## config.mk

```make
export PLATFORM = sky130hd
export DESIGN_NAME = pipe_hazard_ctrl
export DESIGN_NICKNAME = d
export VERILOG_FILES = /design/src/rtl/pipe_hazard_ctrl_pkg.sv /design/src/rtl/pipe_hazard_ctrl_hazard_cmp.sv /design/src/rtl/pipe_hazard_ctrl.sv
export SDC_FILE = /design/constraint.sdc
export NUM_CORES = 1
export LEC_CHECK = 0
export ABC_CLOCK_PERIOD_IN_PS = 6800
export CORE_UTILIZATION = 49
export DETAILED_ROUTE_END_ITERATION = 10
export PLACE_DENSITY = 0.82
export SLEW_MARGIN = 20
export SYNTH_ARGS = -nofsm -noshare
export SYNTH_HDL_FRONTEND = slang
export SYNTH_SLANG_ARGS = --single-unit
```

## constraint.sdc

```tcl
create_clock -name clock -period 6.8 [get_ports clock]
set_clock_uncertainty 0.15 [all_clocks]
set_input_delay 0.68 -clock clock [delete_from_list [all_inputs] [get_ports clock]]
set_output_delay 0.68 -clock clock [all_outputs]
set_load 0.005 [all_outputs]
```

## src/rtl/pipe_hazard_ctrl_pkg.sv

```systemverilog
// Shared backend defines for the hazard controller: register-number width,
// logical register range and the hazard FSM state encoding.
package pipe_hazard_ctrl_pkg;

  localparam int REG_W       = 5;
  localparam int LREG_RANGE  = 1 << REG_W;
  localparam int MDCNT_W     = 4;
  localparam int STALL_CNT_W = 32;

  typedef enum logic [1:0] {
    ST_RUN        = 2'd0,
    ST_MEM_WAIT   = 2'd1,
    ST_MULDIV     = 2'd2,
    ST_REDIR_PEND = 2'd3
  } hz_state_e;

endpackage

```

## src/rtl/pipe_hazard_ctrl_hazard_cmp.sv

```systemverilog
// Load-use comparator: EX load whose destination feeds an ID register source.
module hazard_cmp
  import pipe_hazard_ctrl_pkg::*;
(
  input  logic             ex_valid_i,
  input  logic             ex_is_load_i,
  input  logic             ex_need_to_wb_i,
  input  logic [REG_W-1:0] ex_rd_i,
  input  logic             id_valid_i,
  input  logic             id_src1_is_reg_i,
  input  logic             id_src2_is_reg_i,
  input  logic [REG_W-1:0] id_rs1_i,
  input  logic [REG_W-1:0] id_rs2_i,
  output logic             load_use_o
);

  logic producer;
  logic src_hit;

  // x0 is hardwired zero, so a load targeting it never creates a dependency.
  assign producer = ex_valid_i & ex_is_load_i & ex_need_to_wb_i & (ex_rd_i != '0);
  assign src_hit  = (id_src1_is_reg_i & (id_rs1_i == ex_rd_i)) |
                    (id_src2_is_reg_i & (id_rs2_i == ex_rd_i));
  assign load_use_o = producer & id_valid_i & src_hit;

endmodule

```

## src/rtl/pipe_hazard_ctrl.sv

```systemverilog
// Pipeline hazard controller: memory-wait, mul/div occupancy, branch redirect
// and load-use stall/flush generation, plus a fetch-stall cycle counter.
//
// state         | meaning
// ST_RUN        | free flow; evaluate muldiv, redirect, load-use
// ST_MEM_WAIT   | data memory response outstanding
// ST_MULDIV     | mul/div occupying EX, mdcnt counts down to done
// ST_REDIR_PEND | redirect seen while stalled, issue on first free cycle
module pipe_hazard_ctrl
  import pipe_hazard_ctrl_pkg::*;
#(
  parameter int MULDIV_LAT = 4
) (
  input  logic                   clock,
  input  logic                   reset_n,
  input  logic                   id_valid_i,
  input  logic                   id_src1_is_reg_i,
  input  logic                   id_src2_is_reg_i,
  input  logic [REG_W-1:0]       id_rs1_i,
  input  logic [REG_W-1:0]       id_rs2_i,
  input  logic                   ex_valid_i,
  input  logic                   ex_is_load_i,
  input  logic                   ex_need_to_wb_i,
  input  logic                   ex_is_muldiv_i,
  input  logic [REG_W-1:0]       ex_rd_i,
  input  logic                   ex_redirect_i,
  input  logic                   mem_valid_i,
  input  logic                   mem_is_ls_i,
  input  logic                   mem_resp_valid_i,
  output logic                   stall_ifid_o,
  output logic                   stall_idex_o,
  output logic                   stall_exmem_o,
  output logic                   stall_memwb_o,
  output logic                   flush_ifid_o,
  output logic                   flush_idex_o,
  output logic                   flush_exmem_o,
  output logic                   pc_stall_o,
  output logic                   redirect_take_o,
  output logic                   muldiv_done_o,
  output logic [STALL_CNT_W-1:0] stall_cycles_o
);

  localparam logic [MDCNT_W-1:0] MDCNT_LOAD = MDCNT_W'(MULDIV_LAT - 2);

  hz_state_e              state_q, state_d;
  logic [MDCNT_W-1:0]     mdcnt_q, mdcnt_d;
  logic [STALL_CNT_W-1:0] stall_cycles_q;
  logic                   mem_wait;
  logic                   load_use;
  logic                   redirect_now;

  assign mem_wait     = mem_valid_i & mem_is_ls_i & ~mem_resp_valid_i;
  assign redirect_now = ex_valid_i & ex_redirect_i;

  hazard_cmp u_hazard_cmp (
    .ex_valid_i       (ex_valid_i),
    .ex_is_load_i     (ex_is_load_i),
    .ex_need_to_wb_i  (ex_need_to_wb_i),
    .ex_rd_i          (ex_rd_i),
    .id_valid_i       (id_valid_i),
    .id_src1_is_reg_i (id_src1_is_reg_i),
    .id_src2_is_reg_i (id_src2_is_reg_i),
    .id_rs1_i         (id_rs1_i),
    .id_rs2_i         (id_rs2_i),
    .load_use_o       (load_use)
  );

  always_ff @(posedge clock or negedge reset_n) begin
    if (!reset_n) begin
      state_q        <= ST_RUN;
      mdcnt_q        <= '0;
      stall_cycles_q <= '0;
    end else begin
      state_q <= state_d;
      mdcnt_q <= mdcnt_d;
      if (pc_stall_o) stall_cycles_q <= stall_cycles_q + 32'd1;
    end
  end

  always_comb begin
    state_d         = state_q;
    mdcnt_d         = mdcnt_q;
    stall_ifid_o    = 1'b0;
    stall_idex_o    = 1'b0;
    stall_exmem_o   = 1'b0;
    stall_memwb_o   = 1'b0;
    flush_ifid_o    = 1'b0;
    flush_idex_o    = 1'b0;
    flush_exmem_o   = 1'b0;
    pc_stall_o      = 1'b0;
    redirect_take_o = 1'b0;
    muldiv_done_o   = 1'b0;

    if (mem_wait) begin
      stall_ifid_o  = 1'b1;
      stall_idex_o  = 1'b1;
      stall_exmem_o = 1'b1;
      stall_memwb_o = 1'b1;
      pc_stall_o    = 1'b1;
      // A mul/div or an already-latched redirect just holds across the wait.
      if (state_q == ST_RUN || state_q == ST_MEM_WAIT)
        state_d = redirect_now ? ST_REDIR_PEND : ST_MEM_WAIT;
    end else begin
      case (state_q)
        ST_MULDIV: begin
          if (mdcnt_q == '0) begin
            muldiv_done_o = 1'b1;
            state_d       = ST_RUN;
          end else begin
            stall_ifid_o  = 1'b1;
            stall_idex_o  = 1'b1;
            pc_stall_o    = 1'b1;
            flush_exmem_o = 1'b1;
            mdcnt_d       = mdcnt_q - 4'd1;
          end
        end
        ST_REDIR_PEND: begin
          flush_ifid_o    = 1'b1;
          flush_idex_o    = 1'b1;
          redirect_take_o = 1'b1;
          state_d         = ST_RUN;
        end
        default: begin
          state_d = ST_RUN;
          if (ex_valid_i & ex_is_muldiv_i) begin
            stall_ifid_o  = 1'b1;
            stall_idex_o  = 1'b1;
            pc_stall_o    = 1'b1;
            flush_exmem_o = 1'b1;
            mdcnt_d       = MDCNT_LOAD;
            state_d       = ST_MULDIV;
          end else if (redirect_now) begin
            flush_ifid_o    = 1'b1;
            flush_idex_o    = 1'b1;
            redirect_take_o = 1'b1;
          end else if (load_use) begin
            stall_ifid_o = 1'b1;
            pc_stall_o   = 1'b1;
            flush_idex_o = 1'b1;
          end
        end
      endcase
    end

    // Outputs are held quiet for the whole reset window.
    if (!reset_n) begin
      stall_ifid_o    = 1'b0;
      stall_idex_o    = 1'b0;
      stall_exmem_o   = 1'b0;
      stall_memwb_o   = 1'b0;
      flush_ifid_o    = 1'b0;
      flush_idex_o    = 1'b0;
      flush_exmem_o   = 1'b0;
      pc_stall_o      = 1'b0;
      redirect_take_o = 1'b0;
      muldiv_done_o   = 1'b0;
    end
  end

  assign stall_cycles_o = stall_cycles_q;

endmodule

```

==> flow_summary.toml <==
[sta]
finalSetupViolCount = 0
slew_headroom_pct = 41.0
finalSetupTns_ps = 0
rsz0062_at_grt = "false"
worst_pin_slew_ps = 886
max_freq_mhz = 279
maxSlewViolCount = 0
hold_ws_ps = 321
finalCritPeriodShare_pct = 52.7
report.final.hold_viol_count = 0
fin_crit_ps = 3590

[worst_setup_path]
timing.rr.start = "mdcnt_q[0]"
cp_slowest_cell = "clkdlybuf4s50_1"
cp_cell_sequence = "clkdlybuf4s50_1 > nand3b_1 > o21ai_0 > o21a_1 > a31oi_2 > buf_4 > inv_1 > clkdlybuf4s50_1"
cp_data_arrival_time_ps = 2760
cp-start-kind = "input port"
path_class = "in -> out"
startpoint = "mem_resp_valid_i"
cp.buffers_inverters = 4
r2r_cells = 9
ff2ff_setup_slack_ps = 4440
r2r-end = "stall_cycles_o[13]"
cp-end-kind = "output port"
worstPathMaxFanout = 33
slowest_delay_ps = 460
cpMostUsedCell = "clkdlybuf4s50_1"
crit_family = "buffers and inverters"
crit_required_ps = 5970

[power_and_ir_drop]
p_per_area_nw_per_um2 = 247
leakagePower_nw = 1.26
irDropWorstVdd_uv = 209

[die]
dieArea_um2 = 4550
core_area_um2 = 4060
rows = 23
ioPinCount = 70
die_w_um = 67.5
die_y_um = 67.5
start_util_pct = 51.7

[clocking]
cts_made_buffers = 5
cts_tree = "yes"
post-cts-setup-buffers = 0
htree_levels = 2
cts_sinks = 38
holdBufCountCts = 0
root_buffer = "clkbuf_8"
clock_latency_ps = 290
clk_transition_reported_paths_ps = 70
post_cts_resized = 0
clock_path_buffers = 2

[run]
cap_viol_max_count = 0

[yosys]
synthArstFlopShare_pct = 100
avgSynthCellArea_um2 = 9.90
netlist_instances = 212
synth_cell_types = 44
yosys_warnings = 0
synthFlopType = "dfrtp_1"
synth_seq_cells = 38
ys_seq_area_share_pct = 45.3
syn_nets = 242
synth_edf_count = 0
netlist_area_um2 = 2100

[final_layout]
area_growth_pct = 37.9
fill_cells = 300
final_nets = 311
drive_gt1_share_pct = 7.09
n_antenna_cell = 0
final_common_cell = "clkdlybuf4s50_1"
layout_common_cells = "clkdlybuf4s50_1, dfrtp_1, xor2_1, nand2_1, nor2_1"

[grt]
grt_antenna_before_repair = 0
grt_pass1_wl_mm = 7.62
globalRouteTotalUtil_pct = 22.1
grt_max_degree = 43
overflow = 0
grt_pass1_vias = 1671

[min_path]
hold_class = "reg -> reg"
whs_path_depth = 1
hold_path.startpoint = "stall_cycles_o[31]"
worstHoldEndpoint = "stall_cycles_o[31]"

[routing]
viasPerCell = 5.29
routed-via-count = 1756
drc = 0
first_iter_violations = 127
totalWireLength_mm = 4.47
antenna_left = 0
firstDrtPassIters = 4
wl_per_cell_um = 13.4

[run_status]
status = "complete, no violations"

[placement]
io_buffer_count = 69
hpwl_mm = 3.34
gp_congestion = 0.803
[cells in the mapped netlist, types with 2 or more instances]
| cell type | count | area, um2 |
|---|---|---|
| xnor2_1 | 12 | 105 |
| nand2_1 | 19 | 71.3 |
| buf_2 | 2 | 10.0 |
| nor4_1 | 6 | 37.5 |
| ha_1 | 2 | 25.0 |
| inv_1 | 4 | 15.0 |
| buf_4 | 3 | 22.5 |
| nand2b_1 | 2 | 12.5 |
| nor4b_1 | 2 | 17.5 |
| o21ai_0 | 6 | 30.0 |
| nand4_1 | 8 | 50.1 |
| nor3b_1 | 3 | 22.5 |
| nand3_1 | 12 | 60.1 |
| and3_1 | 2 | 12.5 |
| a21oi_1 | 4 | 20.0 |
| nor3_1 | 12 | 60.1 |
| nor3_2 | 2 | 20.0 |
| o31ai_1 | 2 | 15.0 |
| dfrtp_1 | 38 | 951 |
| nor2_1 | 19 | 71.3 |
| xor2_1 | 29 | 254 |
[per-layer routing]
layer  share of wire [%]  global-route usage (%)  vias up
met5                   0                       0        -
met4                 1.7                    7.71        0
met3                 3.3                    4.73        9
met2                  49                    36.9       30
met1                  46                    28.1      841
li1                    -                       -      876
[power by group]
group	internal (W)	switching, W
clock	0.0000818	0.0000769
sequential	0.000267	0.0000503
combinational	0.000133	0.000104
[stage by stage]
step,util (%),setup slack (ps),instances,area [um2],total power (W)
after global placement,69.1,3230,324,2800,0.000554
after global routing,71.4,3080,332,2900,0.000762
after CTS,71.4,3210,332,2900,0.000720
final,71.4,3210,332,2900,0.000714
after floorplan,-,4100,212,2100,0.000443
after detailed placement,69.1,3200,324,2800,0.000560
[sequential cells by signal, indices dropped and copies added (netlist names)]
signal	count
state_q	2
mdcnt_q	4
stall_cycles_o	32
[cells by family (layout without fill, tap and decap cells)]
logic type	count (synthesis)	in the layout	synth area share [%]
adder cells (fa/ha/maj)	2	2	1.19
flip-flops	38	38	45.3
AO/OA/AOI/OAI	18	18	5.54
AND/OR/NAND/NOR	100	100	27.2
XOR/XNOR	41	41	17.1
multiplexers	1	1	0.536
buffers and inverters	12	82	3.16
[cell type report]
class	instances	area (um2)	share of cell area, %
Multi-Input combinational cell	162	1080	37.4
Clock buffer	7	86.3	2.98
Inverter	4	15.0	0.519
Timing Repair Buffer	70	693	23.9
Clock inverter	1	5.00	0.173
Tap cell	50	62.6	2.16
Sequential cell	38	951	32.8
[worst max-delay path by stage]
stage | endpoint | slack (ps) | depth (start not counted)
4_1_cts | stall_ifid_o | 3210 | 8
3_5_place_dp | stall_ifid_o | 3200 | 8
6_report | stall_ifid_o | 3210 | 8
3_3_place_gp | flush_idex_o | 3230 | 8
2_1_floorplan | stall_ifid_o | 4100 | 7
5_1_grt | stall_ifid_o | 3080 | 8
No activity file was read; power rests on OpenSTA's default activity.
